`config.mk`:
```
export PLATFORM = sky130hd
export DESIGN_NAME = dmem_req_ctrl_flat
export DESIGN_NICKNAME = d
export VERILOG_FILES = /design/src/rtl/dmem_req_ctrl_if.sv /design/src/rtl/dmem_req_ctrl.sv /design/src/flat_wrapper.sv
export SDC_FILE = /design/constraint.sdc
export NUM_CORES = 1
export LEC_CHECK = 0
export ABC_AREA = 1
export CORE_MARGIN = 5
export CORE_UTILIZATION = 30
export DETAILED_ROUTE_END_ITERATION = 10
export GPL_TIMING_DRIVEN = 0
export PLACE_DENSITY = 0.52
export SYNTH_ARGS = -nofsm -noshare
export SYNTH_HDL_FRONTEND = slang
export SYNTH_SLANG_ARGS = --single-unit
```
`constraint.sdc`:
```
create_clock -name clk -period 2.8 [get_ports clk]
set_input_delay 0.28 -clock clk [delete_from_list [all_inputs] [get_ports clk]]
set_output_delay 0.28 -clock clk [all_outputs]
set_load 0.005 [all_outputs]
```
`src/rtl/dmem_req_ctrl_if.sv`:
```
// rtl/dmem_req_ctrl_if.sv - request/memory/status bundle for dmem_req_ctrl
//
// Ports (signals):
//   req_rd, req_wr, req_addr, req_data  : level-held request from EX/MEM
//   mem_done, mem_stall, mem_hit,
//   mem_rdata, mem_err                  : status and read data from mem_system
//   mem_addr, mem_wdata, mem_rd, mem_wr : command to mem_system
//   rd_data, stall_pipe, err,
//   acc_cnt, hit_cnt                    : results back to the pipeline
// Modports: slave = controller side, master = pipeline plus mem_system side.

interface dmem_req_ctrl_if #(
    parameter int CNT_W = 16
);
    logic             req_rd;
    logic             req_wr;
    logic [15:0]      req_addr;
    logic [15:0]      req_data;
    logic             mem_done;
    logic             mem_stall;
    logic             mem_hit;
    logic [15:0]      mem_rdata;
    logic             mem_err;
    logic [15:0]      mem_addr;
    logic [15:0]      mem_wdata;
    logic             mem_rd;
    logic             mem_wr;
    logic [15:0]      rd_data;
    logic             stall_pipe;
    logic             err;
    logic [CNT_W-1:0] acc_cnt;
    logic [CNT_W-1:0] hit_cnt;

    modport slave (
        input  req_rd, req_wr, req_addr, req_data,
        input  mem_done, mem_stall, mem_hit, mem_rdata, mem_err,
        output mem_addr, mem_wdata, mem_rd, mem_wr,
        output rd_data, stall_pipe, err, acc_cnt, hit_cnt
    );

    modport master (
        output req_rd, req_wr, req_addr, req_data,
        output mem_done, mem_stall, mem_hit, mem_rdata, mem_err,
        input  mem_addr, mem_wdata, mem_rd, mem_wr,
        input  rd_data, stall_pipe, err, acc_cnt, hit_cnt
    );
endinterface

```
`src/rtl/dmem_req_ctrl.sv`:
```
// rtl/dmem_req_ctrl.sv - MEM-stage request controller in front of mem_system
//
// Converts a level-held load/store request into a single-cycle Rd/Wr pulse,
// waits for Done, latches load data, stalls the pipeline for the access and
// keeps a sticky error plus saturating access/hit counters.
//
// Ports:
//   clk  : system clock
//   rst  : synchronous active-high reset
//   bus  : dmem_req_ctrl_if.slave (request in, mem_system command/status,
//          rd_data, stall_pipe, err, acc_cnt, hit_cnt out)

module dmem_req_ctrl #(
    parameter int TIMEOUT = 64,
    parameter int CNT_W   = 16
) (
    input  logic             clk,
    input  logic             rst,
    dmem_req_ctrl_if.slave   bus
);

    typedef enum logic [1:0] {
        IDLE     = 2'd0,
        WAIT     = 2'd1,
        COMPLETE = 2'd2,
        HALT     = 2'd3
    } state_t;

    localparam logic [CNT_W-1:0] CNT_MAX = '1;
    localparam logic [7:0]       WD_LAST = 8'(TIMEOUT - 1);

    state_t           state;
    logic [15:0]      addr_q;
    logic [15:0]      data_q;
    logic             is_wr_q;
    logic [15:0]      rd_data_q;
    logic             err_q;
    logic [CNT_W-1:0] acc_q;
    logic [CNT_W-1:0] hit_q;
    logic [7:0]       wd_q;

    logic req_any;
    logic req_bad;
    logic issue;

    assign req_any = bus.req_rd | bus.req_wr;
    assign req_bad = (bus.req_rd & bus.req_wr) | (req_any & bus.req_addr[0]);

    // The pulse is issued in the same cycle the request is seen in IDLE, so
    // a hit costs only two stalled cycles. A memory error or a reset in that
    // cycle suppresses it.
    assign issue = (state == IDLE) && !rst && !bus.mem_err && req_any
                   && !req_bad && !bus.mem_stall;

    assign bus.mem_rd    = issue & bus.req_rd;
    assign bus.mem_wr    = issue & bus.req_wr;
    assign bus.mem_addr  = (state == IDLE) ? bus.req_addr : addr_q;
    assign bus.mem_wdata = (state == IDLE) ? bus.req_data : data_q;

    always_comb begin
        bus.stall_pipe = 1'b1;
        case (state)
            IDLE:     bus.stall_pipe = req_any;
            COMPLETE: bus.stall_pipe = 1'b0;
            default:  bus.stall_pipe = 1'b1;
        endcase
    end

    assign bus.rd_data = rd_data_q;
    assign bus.err     = err_q;
    assign bus.acc_cnt = acc_q;
    assign bus.hit_cnt = hit_q;

    always_ff @(posedge clk) begin
        if (rst) begin
            state     <= IDLE;
            addr_q    <= '0;
            data_q    <= '0;
            is_wr_q   <= 1'b0;
            rd_data_q <= '0;
            err_q     <= 1'b0;
            acc_q     <= '0;
            hit_q     <= '0;
            wd_q      <= '0;
        end else begin
            case (state)
                IDLE: begin
                    if (bus.mem_err || req_bad) begin
                        err_q <= 1'b1;
                        state <= HALT;
                    end else if (issue) begin
                        addr_q  <= bus.req_addr;
                        data_q  <= bus.req_data;
                        is_wr_q <= bus.req_wr;
                        wd_q    <= '0;
                        state   <= WAIT;
                    end
                end
                WAIT: begin
                    // Error beats Done; a completing access beats the watchdog.
                    if (bus.mem_err) begin
                        err_q <= 1'b1;
                        state <= HALT;
                    end else if (bus.mem_done) begin
                        if (!is_wr_q) begin
                            rd_data_q <= bus.mem_rdata;
                        end
                        if (acc_q != CNT_MAX) begin
                            acc_q <= acc_q + 1'b1;
                        end
                        if (bus.mem_hit && (hit_q != CNT_MAX)) begin
                            hit_q <= hit_q + 1'b1;
                        end
                        wd_q  <= '0;
                        state <= COMPLETE;
                    end else if (wd_q == WD_LAST) begin
                        err_q <= 1'b1;
                        state <= HALT;
                    end else begin
                        wd_q <= wd_q + 1'b1;
                    end
                end
                COMPLETE: begin
                    if (bus.mem_err) begin
                        err_q <= 1'b1;
                        state <= HALT;
                    end else begin
                        state <= IDLE;
                    end
                end
                default: begin
                    state <= HALT;
                end
            endcase
        end
    end

endmodule

```
`src/flat_wrapper.sv`:
```
// flat-port wrapper written by rule: the top's interface ports become plain ports
module dmem_req_ctrl_flat 
#(
    parameter int TIMEOUT = 64,
    parameter int CNT_W   = 16
)
  (clk, rst, bus_req_rd, bus_req_wr, bus_req_addr, bus_req_data, bus_mem_done, bus_mem_stall, bus_mem_hit, bus_mem_rdata, bus_mem_err, bus_mem_addr, bus_mem_wdata, bus_mem_rd, bus_mem_wr, bus_rd_data, bus_stall_pipe, bus_err, bus_acc_cnt, bus_hit_cnt);
  dmem_req_ctrl_if #(.CNT_W(CNT_W)) bus_i ();
  input  logic clk;
  input  logic rst;
  input wire logic [$bits(bus_i.req_rd)-1:0] bus_req_rd;
  input wire logic [$bits(bus_i.req_wr)-1:0] bus_req_wr;
  input wire logic [$bits(bus_i.req_addr)-1:0] bus_req_addr;
  input wire logic [$bits(bus_i.req_data)-1:0] bus_req_data;
  input wire logic [$bits(bus_i.mem_done)-1:0] bus_mem_done;
  input wire logic [$bits(bus_i.mem_stall)-1:0] bus_mem_stall;
  input wire logic [$bits(bus_i.mem_hit)-1:0] bus_mem_hit;
  input wire logic [$bits(bus_i.mem_rdata)-1:0] bus_mem_rdata;
  input wire logic [$bits(bus_i.mem_err)-1:0] bus_mem_err;
  output wire logic [$bits(bus_i.mem_addr)-1:0] bus_mem_addr;
  output wire logic [$bits(bus_i.mem_wdata)-1:0] bus_mem_wdata;
  output wire logic [$bits(bus_i.mem_rd)-1:0] bus_mem_rd;
  output wire logic [$bits(bus_i.mem_wr)-1:0] bus_mem_wr;
  output wire logic [$bits(bus_i.rd_data)-1:0] bus_rd_data;
  output wire logic [$bits(bus_i.stall_pipe)-1:0] bus_stall_pipe;
  output wire logic [$bits(bus_i.err)-1:0] bus_err;
  output wire logic [$bits(bus_i.acc_cnt)-1:0] bus_acc_cnt;
  output wire logic [$bits(bus_i.hit_cnt)-1:0] bus_hit_cnt;
  assign bus_i.req_rd = bus_req_rd;
  assign bus_i.req_wr = bus_req_wr;
  assign bus_i.req_addr = bus_req_addr;
  assign bus_i.req_data = bus_req_data;
  assign bus_i.mem_done = bus_mem_done;
  assign bus_i.mem_stall = bus_mem_stall;
  assign bus_i.mem_hit = bus_mem_hit;
  assign bus_i.mem_rdata = bus_mem_rdata;
  assign bus_i.mem_err = bus_mem_err;
  assign bus_mem_addr = bus_i.mem_addr;
  assign bus_mem_wdata = bus_i.mem_wdata;
  assign bus_mem_rd = bus_i.mem_rd;
  assign bus_mem_wr = bus_i.mem_wr;
  assign bus_rd_data = bus_i.rd_data;
  assign bus_stall_pipe = bus_i.stall_pipe;
  assign bus_err = bus_i.err;
  assign bus_acc_cnt = bus_i.acc_cnt;
  assign bus_hit_cnt = bus_i.hit_cnt;
  dmem_req_ctrl #(.TIMEOUT(TIMEOUT), .CNT_W(CNT_W)) u_core (.clk(clk), .rst(rst), .bus(bus_i));
endmodule
```
### After elaboration in Yosys (flattened, before gate mapping)

Cells that the tools add are included.

* register bits after elaboration: 92
* output and inout port bits: 84
* logic and storage cells: 79

* reductions and logical operators: 21
* bitwise logic cells: 9
* equal/unequal tests: 15
* add/sub/neg operators: 3
* mux-type cells: 22

Operators with widths (count)
* 8-bit two-way mux: 5
* 16-bit by 1-bit adder with 16-bit output (second input constant): 2
* 16-bit two-way mux: 2
* 16-bit != test (second input constant): 2
* 8-bit one-hot mux with 2 select lines: 1
* 2-bit two-way mux: 6
* 4-bit AND reduction: 3
* 5-bit AND reduction: 2
* 8-bit by 1-bit adder with 8-bit output (second input constant): 1
* 8-bit by 6-bit equality test with 1-bit output (second input constant): 1
* 2-bit != test (second input constant): 4
* 1-bit logical AND: 6
* 3-bit by 2-bit != test with 1-bit output (second input constant): 2
* 3-bit != test (second input constant): 2
* 2-bit one-hot mux with 3 select lines: 1
* 1-bit two-way mux: 5
* 1-bit bitwise AND: 4
* 1-bit zero test: 4
* 4-bit by 3-bit != test with 1-bit output (second input constant): 1
* 1-bit inverter: 3
* 1-bit one-hot mux with 3 select lines: 1
* 3-bit AND reduction: 1
* 3-bit nonzero test: 1
* 2-bit by 1-bit equality test with 1-bit output (second input constant): 1
* 8 further kinds: 9

### Longest topological paths before layout

* depth after elaboration: 9
* mapped depth: 10
* gate-level depth less buffers: 10

### Worst setup path before layout

Ideal clock, no wire load.

* path type: reg-to-reg
* start: reg u_core.hit_q[0], in the netlist u_core.bus.hit_cnt[0]
* end: reg u_core.hit_q[1], in the netlist u_core.bus.hit_cnt[1]
* required time: 2.684 ns
* path buffers: 1
* arrival: 1.445 ns
* setup slack: 1.240 ns
* cell stages (with the launch flop): 10
* path through: dfxtp_1 -> ha_1 -> inv_2 -> nor2_2 -> nand3_2 -> nand2_1 -> nand2_2 -> buf_6 -> o21ai_0 -> nor2_1

* cells in the longest elaborated chain, start to end: 3
* elaborated cells between the ends (all ways): 4
* those cells by class: add/sub: 1; eq/ne: 1; reduce/logical: 2

RTL lines
* start: declaration: RTL line dmem_req_ctrl.sv:39 `logic [CNT_W-1:0] hit_q;`
* start signal: assignment: RTL line dmem_req_ctrl.sv:112 `hit_q <= hit_q + 1'b1;`
* parallel branches: the longest is 3 deep, another holds 16-bit by 1-bit adder with 16-bit output

Several ways; the timed one is not identified.
A chain may end at the register's enable or synchronous reset.

### Worst setup path after layout

* start: in bus_mem_err
* end: out bus_mem_rd

* cells in the longest elaborated chain, start to end: 6

RTL lines
* start: declaration: RTL line flat_wrapper.sv:19 `input wire logic [$bits(bus_i.mem_err)-1:0] bus_mem_err;`
* 1-bit zero test: RTL line dmem_req_ctrl.sv:52 `assign issue = (state == IDLE) && !rst && !bus.mem_err && req_any`
* 1-bit logical AND (2 in a row): RTL line dmem_req_ctrl.sv:52
* 1-bit logical AND (2 in a row): RTL line dmem_req_ctrl.sv:53 `&& !req_bad && !bus.mem_stall;`
* 1-bit bitwise AND: RTL line dmem_req_ctrl.sv:55 `assign bus.mem_rd = issue & bus.req_rd;`
* end: declaration: RTL line flat_wrapper.sv:22 `output wire logic [$bits(bus_i.mem_rd)-1:0] bus_mem_rd;`

No other way between the ends.

==> impl_metrics.csv <==
group,metric,value,unit
run_status,status,"complete, no violations",
global_routing,grt.overflow.total,0,
synthesis,synth_top_area_share,0.3896,
timing,slew_headroom,0.6400,
placed_design,dpl.hpwl,10810,um
final_layout,multi_input_area,2389,um^2
timing,fmax,0.3921,GHz
placed_design,place.gp.congestion,0.8394,
final_layout,drive_above_1_share,0.06307,
floorplan,pin_count,140,
setup_path,path_class,"in -> out",
timing,rsz0062_at_grt,"no",
setup_path,cp_slowest_cell,"clkdlybuf4s50_1",
routing,num_vias,4999,
timing,post-route-min-period,2.550,ns
synthesis,synth_edf_count,0,
synthesis,ys_seq_elements,92,
routing,ant_nets,0,
final_layout,fin_nets,929,
final_layout,diodes,0,
floorplan,die_x,135.5,um
setup_path,endpoint_kind,"primary output",
timing,fin_skew,0.008541,ns
final_layout,register_area,1842,um^2
synthesis,synthTopCellsByCount,"nand2_1 (182), nor2_1 (100), dfxtp_1 (92), inv_1 (74), o21ai_0 (69)",
clock_network,cts_buffer_depth,2,
setup_path,cp.required,2.52,ns
clock_network,clk_latency,0.35,ns
timing,maxSlewViolCount,0,
clock_network,cts_tree,"yes",
routing,avgRoutedWirePerCell,13.30,um
timing,fin_crit_sh,0.9108,
timing,tightest_slew,0.5401,ns
global_routing,grt_max_degree,14,
power_and_ir_drop,power.density,458.6,nW/um^2
synthesis,ys_warn_count,0,
synthesis,synth_cell_types,29,
power_and_ir_drop,ir_drop,0.2467,mV
synthesis,synthArstFlopShare,0,
hold_path,hold_path.class,"in -> reg",
clock_network,hold_buffers,0,
timing,finalSetupTns,0,ns
setup_path,critPathMaxFanout,10,
floorplan,core_area,15310,um^2
timing,hold_violations,0,
routing,wirelength,14400,um
power_and_ir_drop,leakagePower,2.457,nW
global_routing,grt_pass1_wl,23980,um
setup_path,crit_family,"buffers and inverters",
power_and_ir_drop,p_total,0.003053,W
synthesis,netlist_area,4727,um^2
synthesis,yosysTopAreaCell,"dfxtp_1",
final_layout,syn2layout_area_growth,40.84,%
routing,first_pass_iters,4,
setup_path,arrival,2.27,ns
synthesis,synth_seq_area_share,0.3896,
global_routing,grtUsageTotal,0.1604,
setup_path,critical_path_buf_inv_count,5,
routing,vias_per_cell,4.616,
setup_path,cpPeakStageDelay,0.52,ns
floorplan,initial_core_util,0.3087,
synthesis,synth_most_common_cell,"nand2_1",
clock_network,cts_sinks,92,
floorplan,dieHeight,135.5,um
run,cap_viol_max_count,0,
setup_path,start_kind,"primary input",
clock_network,htreeDepth,3,
clock_network,clk_pin_slew,0.06,ns
synthesis,synth_area_leaders,"dfxtp_1 (39%), nand2_1 (14%), nor2_1 (7.9%)",
routing,route.detailed.drc,0,
final_layout,fillCellCount,1639,
setup_path,path_cells,"clkdlybuf4s50_1, inv_2, nand2_1, a21oi_1, nand2_1, buf_6, buf_6, nor2_1, clkdlybuf4s50_1",
synthesis,synth_ff_type,"dfxtp_1",
clock_network,root_buffer,"clkbuf_16",
floorplan,die_area,18370,um^2
global_routing,antenna_found_initial,0,
synthesis,synth.avg_cell_area,6.556,um^2
routing,drtIter0Drc,199,
synthesis,syn_inst,721,
timing,setup_viol,0,
floorplan,row_count,45,
synthesis,mappedNetlistNets,780,
final_layout,fin_util,0.4347,
clock_network,cts_made_buffers,9,
global_routing,first_global_vias,4873,
clock_network,postCtsSetupRepairBufs,0,
placed_design,port_buffers,138,
[per-layer routing]
layer | share of wire | vias up | GRT usage
li1 | - | 2601 | -
met1 | 0.46 | 2261 | 0.2077
met2 | 0.44 | 120 | 0.2472
met3 | 0.075 | 17 | 0.05461
met4 | 0.019 | 0 | 0.05991
met5 | 0 | - | 0
[cells by family after synthesis]
family / Yosys count / synth area share
buf+inv: 110 / 0.1056
simple gates: 351 / 0.3150
fa+ha+maj: 3 / 0.007942
compound gates: 157 / 0.1670
flops: 92 / 0.3896
xor+xnor: 8 / 0.01482
[power by group]
group | leakage, nW | internal (W) | total (W) | switching (W)
registers | 0.745 | 0.00134 | 0.00137 | 0.0000234
logic | 1.57 | 0.000248 | 0.000478 | 0.000230
clock network | 0.140 | 0.000699 | 0.00121 | 0.000510
total | 2.46 | 0.00229 | 0.00305 | 0.000764
[cell usage in the layout, fill, tap and decap left out, drive strengths merged]
master	netlist	routed
nand2	186	186
clkdlybuf4s50	0	138
nor2	109	109
dfxtp	92	92
o21ai	90	90
inv	77	77
a21oi	67	67
nand3	36	36
clkbuf	13	25
buf	19	17
nand4	12	12
nor3	6	6
xnor2	5	5
clkinv	1	3
xor2	3	3
ha	3	3
or2	2	2
bufinv	0	1
[final timing paths]
check / slack, ns / to / depth (start not counted) / startpoint
max: 0.25 / bus_mem_rd / 9 / bus_mem_err
min: 0.27 / u_core.bus.acc_cnt[15]$_SDFFE_PP0P_ / 2 / rst
max reg2reg: 0.88 / u_core.bus.hit_cnt[15]$_SDFFE_PP0P_ / 7 / u_core.bus.hit_cnt[0]$_SDFFE_PP0P_
min reg2reg: 0.45 / u_core.addr_q[0]$_SDFFE_PP0P_ / 2 / u_core.addr_q[0]$_SDFFE_PP0P_
[sequential cells by signal, summed over array words and instances (netlist names)]
signal,flops
u_core.bus.err,1
u_core.addr_q,16
u_core.is_wr_q,1
u_core.bus.rd_data,16
u_core.state,2
u_core.data_q,16
u_core.bus.acc_cnt,16
u_core.wd_q,8
u_core.bus.hit_cnt,16
[repair_timing]
action,CTS,global route
endpoints found under the setup margin,0,23
hold endpoints to repair,0,0
gates resized for setup,0,5
[worst reg2reg max path, cell delays in order, from the launching register on]
cell and delay, ns:
dfxtp_1 0.45, ha_1 0.34, inv_2 0.06, nor2_2 0.21
nand3_2 0.15, o21ai_2 0.41, nand2_1 0.10, a21oi_1 0.15
[through the flow]
stage | worst slack [ns] | std cells | cell area (um^2) | hold WS (ns)
after floorplan | 1.240 | 721 | 4727 | 0.4149
after global placement | 0.2381 | 1070 | 6372 | 0.4290
after detailed placement | 0.2276 | 1070 | 6372 | 0.4397
after CTS | 0.02228 | 1083 | 6651 | 0.2727
after global routing | 0.07961 | 1083 | 6658 | 0.2901
final | 0.2499 | 1083 | 6658 | 0.2678
[cell type report]
type                            count  area share
Timing Repair Buffer              138      0.2075
Clock buffer                       10     0.03590
Tap cell                          211     0.03965
Clock inverter                      3    0.006014
Inverter                           78     0.04416
Buffer                             32     0.03138
Sequential cell                    92      0.2766
Multi-Input combinational cell    519      0.3588
Power figures use the tool's default switching activity.
